$ cat config.mk
export PLATFORM = sky130hd
export DESIGN_NAME = inst_encoder
export DESIGN_NICKNAME = d
export VERILOG_FILES = /design/src/rtl/inst_encoder.sv
export SDC_FILE = /design/constraint.sdc
export NUM_CORES = 1
export LEC_CHECK = 0
export ABC_AREA = 1
export CAP_MARGIN = 10
export CORE_UTILIZATION = 43
export DETAILED_ROUTE_END_ITERATION = 7
export PLACE_DENSITY = 0.77
export SYNTH_ARGS = -nofsm -noshare
export SYNTH_HDL_FRONTEND = slang
export SYNTH_SLANG_ARGS = --single-unit
$ cat constraint.sdc
create_clock -name clk -period 1.6 [get_ports clk]
set_clock_uncertainty 0.1 [all_clocks]
set_input_delay 0.16 -clock clk [delete_from_list [all_inputs] [get_ports clk]]
set_output_delay 0.16 -clock clk [all_outputs]
set_load 0.01 [all_outputs]
$ cat src/rtl/inst_encoder.sv
// Packs decoded render commands into 32-bit parser instruction words.
// Commands carrying a second data field go out as a base word plus a continuation word.
module inst_encoder #(
  parameter int CNT_W = 16,
  parameter int ERR_W = 8
) (
  input  logic             clk,
  input  logic             rst_n,
  input  logic             cmd_valid,
  output logic             cmd_ready,
  input  logic [2:0]       cmd_op,
  input  logic [7:0]       cmd_index,
  input  logic [4:0]       cmd_prop,
  input  logic [15:0]      cmd_data,
  input  logic             cmd_has_data2,
  input  logic [15:0]      cmd_data2,
  output logic             word_valid,
  input  logic             word_ready,
  output logic [31:0]      word,
  output logic             word_last,
  output logic [CNT_W-1:0] words_sent,
  output logic             err_illegal,
  output logic [ERR_W-1:0] err_cnt
);

  typedef enum logic [1:0] {
    IDLE = 2'd0,
    W0   = 2'd1,
    W1   = 2'd2
  } state_t;

  localparam logic [2:0]       OP_CONT = 3'b111;
  localparam logic [CNT_W-1:0] CNT_ONE = CNT_W'(1);
  localparam logic [ERR_W-1:0] ERR_ONE = ERR_W'(1);
  localparam logic [ERR_W-1:0] ERR_MAX = {ERR_W{1'b1}};

  state_t        state_r;
  logic          alive_r;
  logic          has2_r;
  logic [15:0]   data2_r;
  logic          hs_s;
  logic          accept_s;
  logic          illegal_s;

  function automatic logic [31:0] pack_base(
    input logic [2:0]  op,
    input logic [7:0]  index,
    input logic [4:0]  prop,
    input logic [15:0] data
  );
    return {data, prop, index, op};
  endfunction

  function automatic logic [31:0] pack_cont(input logic [15:0] data2);
    return {data2, 13'd0, OP_CONT};
  endfunction

  // Handshake decode; alive_r keeps cmd_ready low until the first edge after reset.
  always_comb begin
    hs_s      = word_valid & word_ready;
    cmd_ready = alive_r & ((state_r == IDLE) | (hs_s & word_last));
    accept_s  = cmd_valid & cmd_ready;
    illegal_s = accept_s & (cmd_op == OP_CONT);
  end

  // Encoder FSM with registered word, flags and counters.
  always_ff @(posedge clk or negedge rst_n) begin
    if (!rst_n) begin
      state_r     <= IDLE;
      alive_r     <= 1'b0;
      has2_r      <= 1'b0;
      data2_r     <= 16'd0;
      word_valid  <= 1'b0;
      word        <= 32'd0;
      word_last   <= 1'b0;
      words_sent  <= '0;
      err_illegal <= 1'b0;
      err_cnt     <= '0;
    end else begin
      alive_r     <= 1'b1;
      err_illegal <= illegal_s;
      if (hs_s) begin
        words_sent <= words_sent + CNT_ONE;
      end
      if (illegal_s && (err_cnt != ERR_MAX)) begin
        err_cnt <= err_cnt + ERR_ONE;
      end
      // Acceptance only happens in IDLE or on the final-word handshake, so it overrides the state step.
      if (accept_s) begin
        if (illegal_s) begin
          state_r    <= IDLE;
          word_valid <= 1'b0;
        end else begin
          state_r    <= W0;
          word_valid <= 1'b1;
          word       <= pack_base(cmd_op, cmd_index, cmd_prop, cmd_data);
          word_last  <= ~cmd_has_data2;
          has2_r     <= cmd_has_data2;
          data2_r    <= cmd_data2;
        end
      end else begin
        case (state_r)
          IDLE: begin
            word_valid <= 1'b0;
          end
          W0: begin
            if (hs_s) begin
              if (has2_r) begin
                state_r   <= W1;
                word      <= pack_cont(data2_r);
                word_last <= 1'b1;
              end else begin
                state_r    <= IDLE;
                word_valid <= 1'b0;
              end
            end
          end
          W1: begin
            if (hs_s) begin
              state_r    <= IDLE;
              word_valid <= 1'b0;
            end
          end
          default: begin
            state_r    <= IDLE;
            word_valid <= 1'b0;
          end
        endcase
      end
    end
  end

endmodule

==> flow_summary_export.csv <==
group,metric,value,unit
status,outcome,"finished clean",
synth,synthArstFlopShare,100.0,%
synth,synth_top_area_share,51.63,%
synth,seq_area_frac_synth,51.63,%
worst_setup_path,end_kind,"output port",
clocking,cts_root_buffer,"clkbuf_8",
worst_setup_path,critPathSlowestCell,"clkdlybuf4s50_1",
pwr,p_int,5271,uW
global_route,gr-total-overflow,0,
synth,synth_top_family_by_area,"simple AND/OR/NAND/NOR gates",
pwr,seq_power_share,38.5,%
clocking,worst_skew_pair.late_latency,0.35,ns
pwr,power,7900,uW
timing,fin_setup_tns,0,ns
pwr,clkPwrFrac,23.2,%
placement,io_buffer_count,112,
cells_and_area,fillers,713,
clocking,cts-buffers-inserted,9,
synth,synth_mux_area_share,0,%
clocking,clkSinkCount,79,
clocking,cts_tree,"built",
clocking,clk_path_buf_depth,2,
placement,dp_hpwl,6745,um
worst_setup_path,required,1.34,ns
timing,rsz0062_at_grt,"yes",
synth,synthAdderAreaFrac,0.6536,%
cells_and_area,syn2layout_area_growth,50.91,%
worst_setup_path,cp_num_cells,1,
global_route,grt_max_degree,80,
synth,synth-seq-cells,79,
synth,synth_area,0.003829,mm^2
synth,ys.warnings.count,0,
timing,fin_crit,1.556,ns
detailed_routing,avgViaCountPerCell,4.792,
worst_setup_path,cp.arrival,1.30,ns
die,die_width,96.36,um
pwr,leakage,0.003013,uW
die,io_pins,113,
timing,finalSetupViolCount,0,
pwr,vdd_drop_max,724.0,uV
synth,synth_cell_types,28,
cells_and_area,n_antenna_cell,0,
worst_setup_path,worstSetupPathType,"reg -> out",
worst_hold_path,hold_class,"in -> reg",
pwr,switching_share,33.28,%
pwr,p_sw,2629,uW
cells_and_area,nets,705,
placement,dp_worst_setup_slack,-0.2134,ns
timing,finalCritPeriodShare,97.27,%
global_route,grt_pass1_vias,3450,
die,num_rows,34,
detailed_routing,dr_total_vias,3656,
timing,fin_ws,0.04371,ns
synth,synth_compound_area_share,1.078,%
detailed_routing,drc,0,
global_route,grt_pass1_wl,15790,um
synth,synth_xor_area_share,3.660,%
worst_hold_path,whs_path_depth,3,
global_route,antenna_found_initial,0,
worst_setup_path,reg2regPathDepth,8,
synth,yosys.area_share.simple,36.60,%
synth,syn_inst,492,
pwr,powerDensity,1367,mW/mm^2
die,die_h,96.36,um
synth,synth_edf_count,0,
placement,gp_congestion,0.8109,
worst_setup_path,crit_buf_inv,1,
timing,hold_viol,0,
worst_setup_path,worstPathCellList,"clkdlybuf4s50_1",
worst_setup_path,cp_max_fo,3,
detailed_routing,wl,9919,um
clocking,htreeDepth,3,
run,cap_viol_max_count,0,
worst_setup_path,critPathTopFamily,"buffers and inverters",
timing,final_max_slew_viol_count,0,
synth,syn_avg_cell_area,7.782,um^2
die,core-area,0.008678,mm^2
synth,synth_area_leaders,"dfrtp_1 52%, nand2_1 21%, nand3_1 7.1%",
global_route,track_usage,22.20,%
worst_setup_path,startpoint_type,"flip-flop",
detailed_routing,drt.antenna.violating_nets,0,
pwr,power_frac_comb,38.3,%
cells_and_area,drive_above_1_share,14.35,%
cells_and_area,fin_cells,763,
synth,syn-num-nets,547,
worst_setup_path,critPathMaxStageDelay,0.55,ns
timing,fmax,642.6,MHz
die,fp.dieArea,0.009285,mm^2
detailed_routing,routedWlPerCell,13.00,um
synth,synth.largest_area_cell,"dfrtp_1",
placement,dp_cells,726,
synth,ys.flop_type,"dfrtp_1",
timing,worst_hold_slack,0.2630,ns
die,start_util,44.12,%
detailed_routing,drtIter0Drc,133,
clocking,path_clk_slew,0.09,ns
detailed_routing,drtPass1Iterations,4,
-- cells in the final DEF, fill, tap and decap left out, types with 2 or more instances in the layout --
cell               n
nand2_8            2
nand2_2            4
nand3_4            3
inv_1             32
buf_12             3
xor2_1            10
inv_2              2
o21ai_0            5
dlygate4sd2_1      7
nand4_1            4
nand2_1          218
nor2_1            38
nor2_2             3
dfrtp_1           79
dlymetal6s2s_1     2
clkinv_4           2
nand3_1           53
xnor2_1            6
clkdlybuf4s50_1  101
buf_4             44
buf_6              6
nor2_4             3
clkbuf_8          10
bufinv_16          3
-- cell usage after synthesis (2+ instances only) --
| library cell | instances |
|---|---|
| nand2_1 | 219 |
| dfrtp_1 | 79 |
| nand3_1 | 54 |
| nor2_1 | 40 |
| inv_1 | 33 |
| buf_2 | 12 |
| xor2_1 | 10 |
| xnor2_1 | 6 |
| o21ai_0 | 5 |
| clkbuf_1 | 4 |
| nand2_2 | 4 |
| nand4_1 | 4 |
| buf_4 | 3 |
| nor2_2 | 3 |
| ha_1 | 2 |
| inv_2 | 2 |
-- routing by layer --
metal	vias up	GRT usage, %	part of all wire [%]
li1	1823	-	-
met4	0	8.088	1.7
met3	16	3.397	5.0
met1	1717	27.81	43
met2	100	38.71	51
met5	-	0	0
-- stage by stage --
step	util, %	area [um^2]
floorplan	-	3829
global placement	60.68	5266
detailed placement	60.68	5266
CTS	64.88	5630
global route	66.58	5778
finish	66.58	5778
-- worst paths after layout --
kind	startpoint	slack (ns)	endpoint
max	words_sent[0]	0.04	words_sent[0]
min	cmd_data2[6]	0.26	data2_r[6]
max reg2reg	err_cnt[1]	0.08	err_cnt[1]
min reg2reg	data2_r[14]	0.37	data2_r[14]
max in group asynchronous	rst_n	0.79	has2_r
min in group asynchronous	rst_n	0.27	word[11]
-- kinds of logic after synthesis --
family                     Yosys count
and+or+nand+nor                    332
DFF                                 79
buffers and inverters               55
xor gates and xnor gates            16
AOI/OAI and AO/OA                    7
adders and majority gates            2
other                                1
-- repair_timing --
item | CTS | global route
hold buffers | 1 | 0
setup endpoints to repair | 30 | 67
setup buffers | 12 | 7
endpoints found under the hold margin | 79 | 0
pin swaps | 1 | 9
cloned | 0 | 1
gates resized for setup | 12 | 23
-- registers in the layout, indices dropped and copies added (netlist names) --
| signal | flops |
|---|---|
| alive_r | 1 |
| data2_r | 16 |
| err_cnt | 8 |
| err_illegal | 1 |
| has2_r | 1 |
| state_r | 2 |
| word | 32 |
| word_last | 1 |
| word_valid | 1 |
| words_sent | 16 |
-- power groups by stage --
stage / clock network, uW / logic (uW) / registers [uW]
2_1_floorplan: 0 / 1220 / 3230
3_3_place_gp: 0 / 2860 / 3060
3_5_place_dp: 0 / 2940 / 3080
4_1_cts: 1880 / 2990 / 3040
5_1_grt: 1960 / 3400 / 3120
6_report: 1830 / 3030 / 3040
-- area by class of cell --
cell class              instances  area (um^2)  area share, %
clock buffers                  10        137.6          2.382
clock inverters                 6        116.4          2.014
inverters                      35        133.9          2.317
multi-input cells             359         1693          29.30
flip-flops and latches         79         1977          34.21
well taps                     108        135.1          2.339
repair buffers                166         1585          27.44
-- worst register-to-register path, delay by kind of cell, from the launching register on --
kind / cells / cell delay, ns
and+or+nand+nor: 4 / 0.38
adders and majority gates: 1 / 0.20
DFF: 1 / 0.38
buffers and inverters: 2 / 0.17
AOI/OAI and AO/OA: 1 / 0.22
Power figures use the tool's default switching activity.
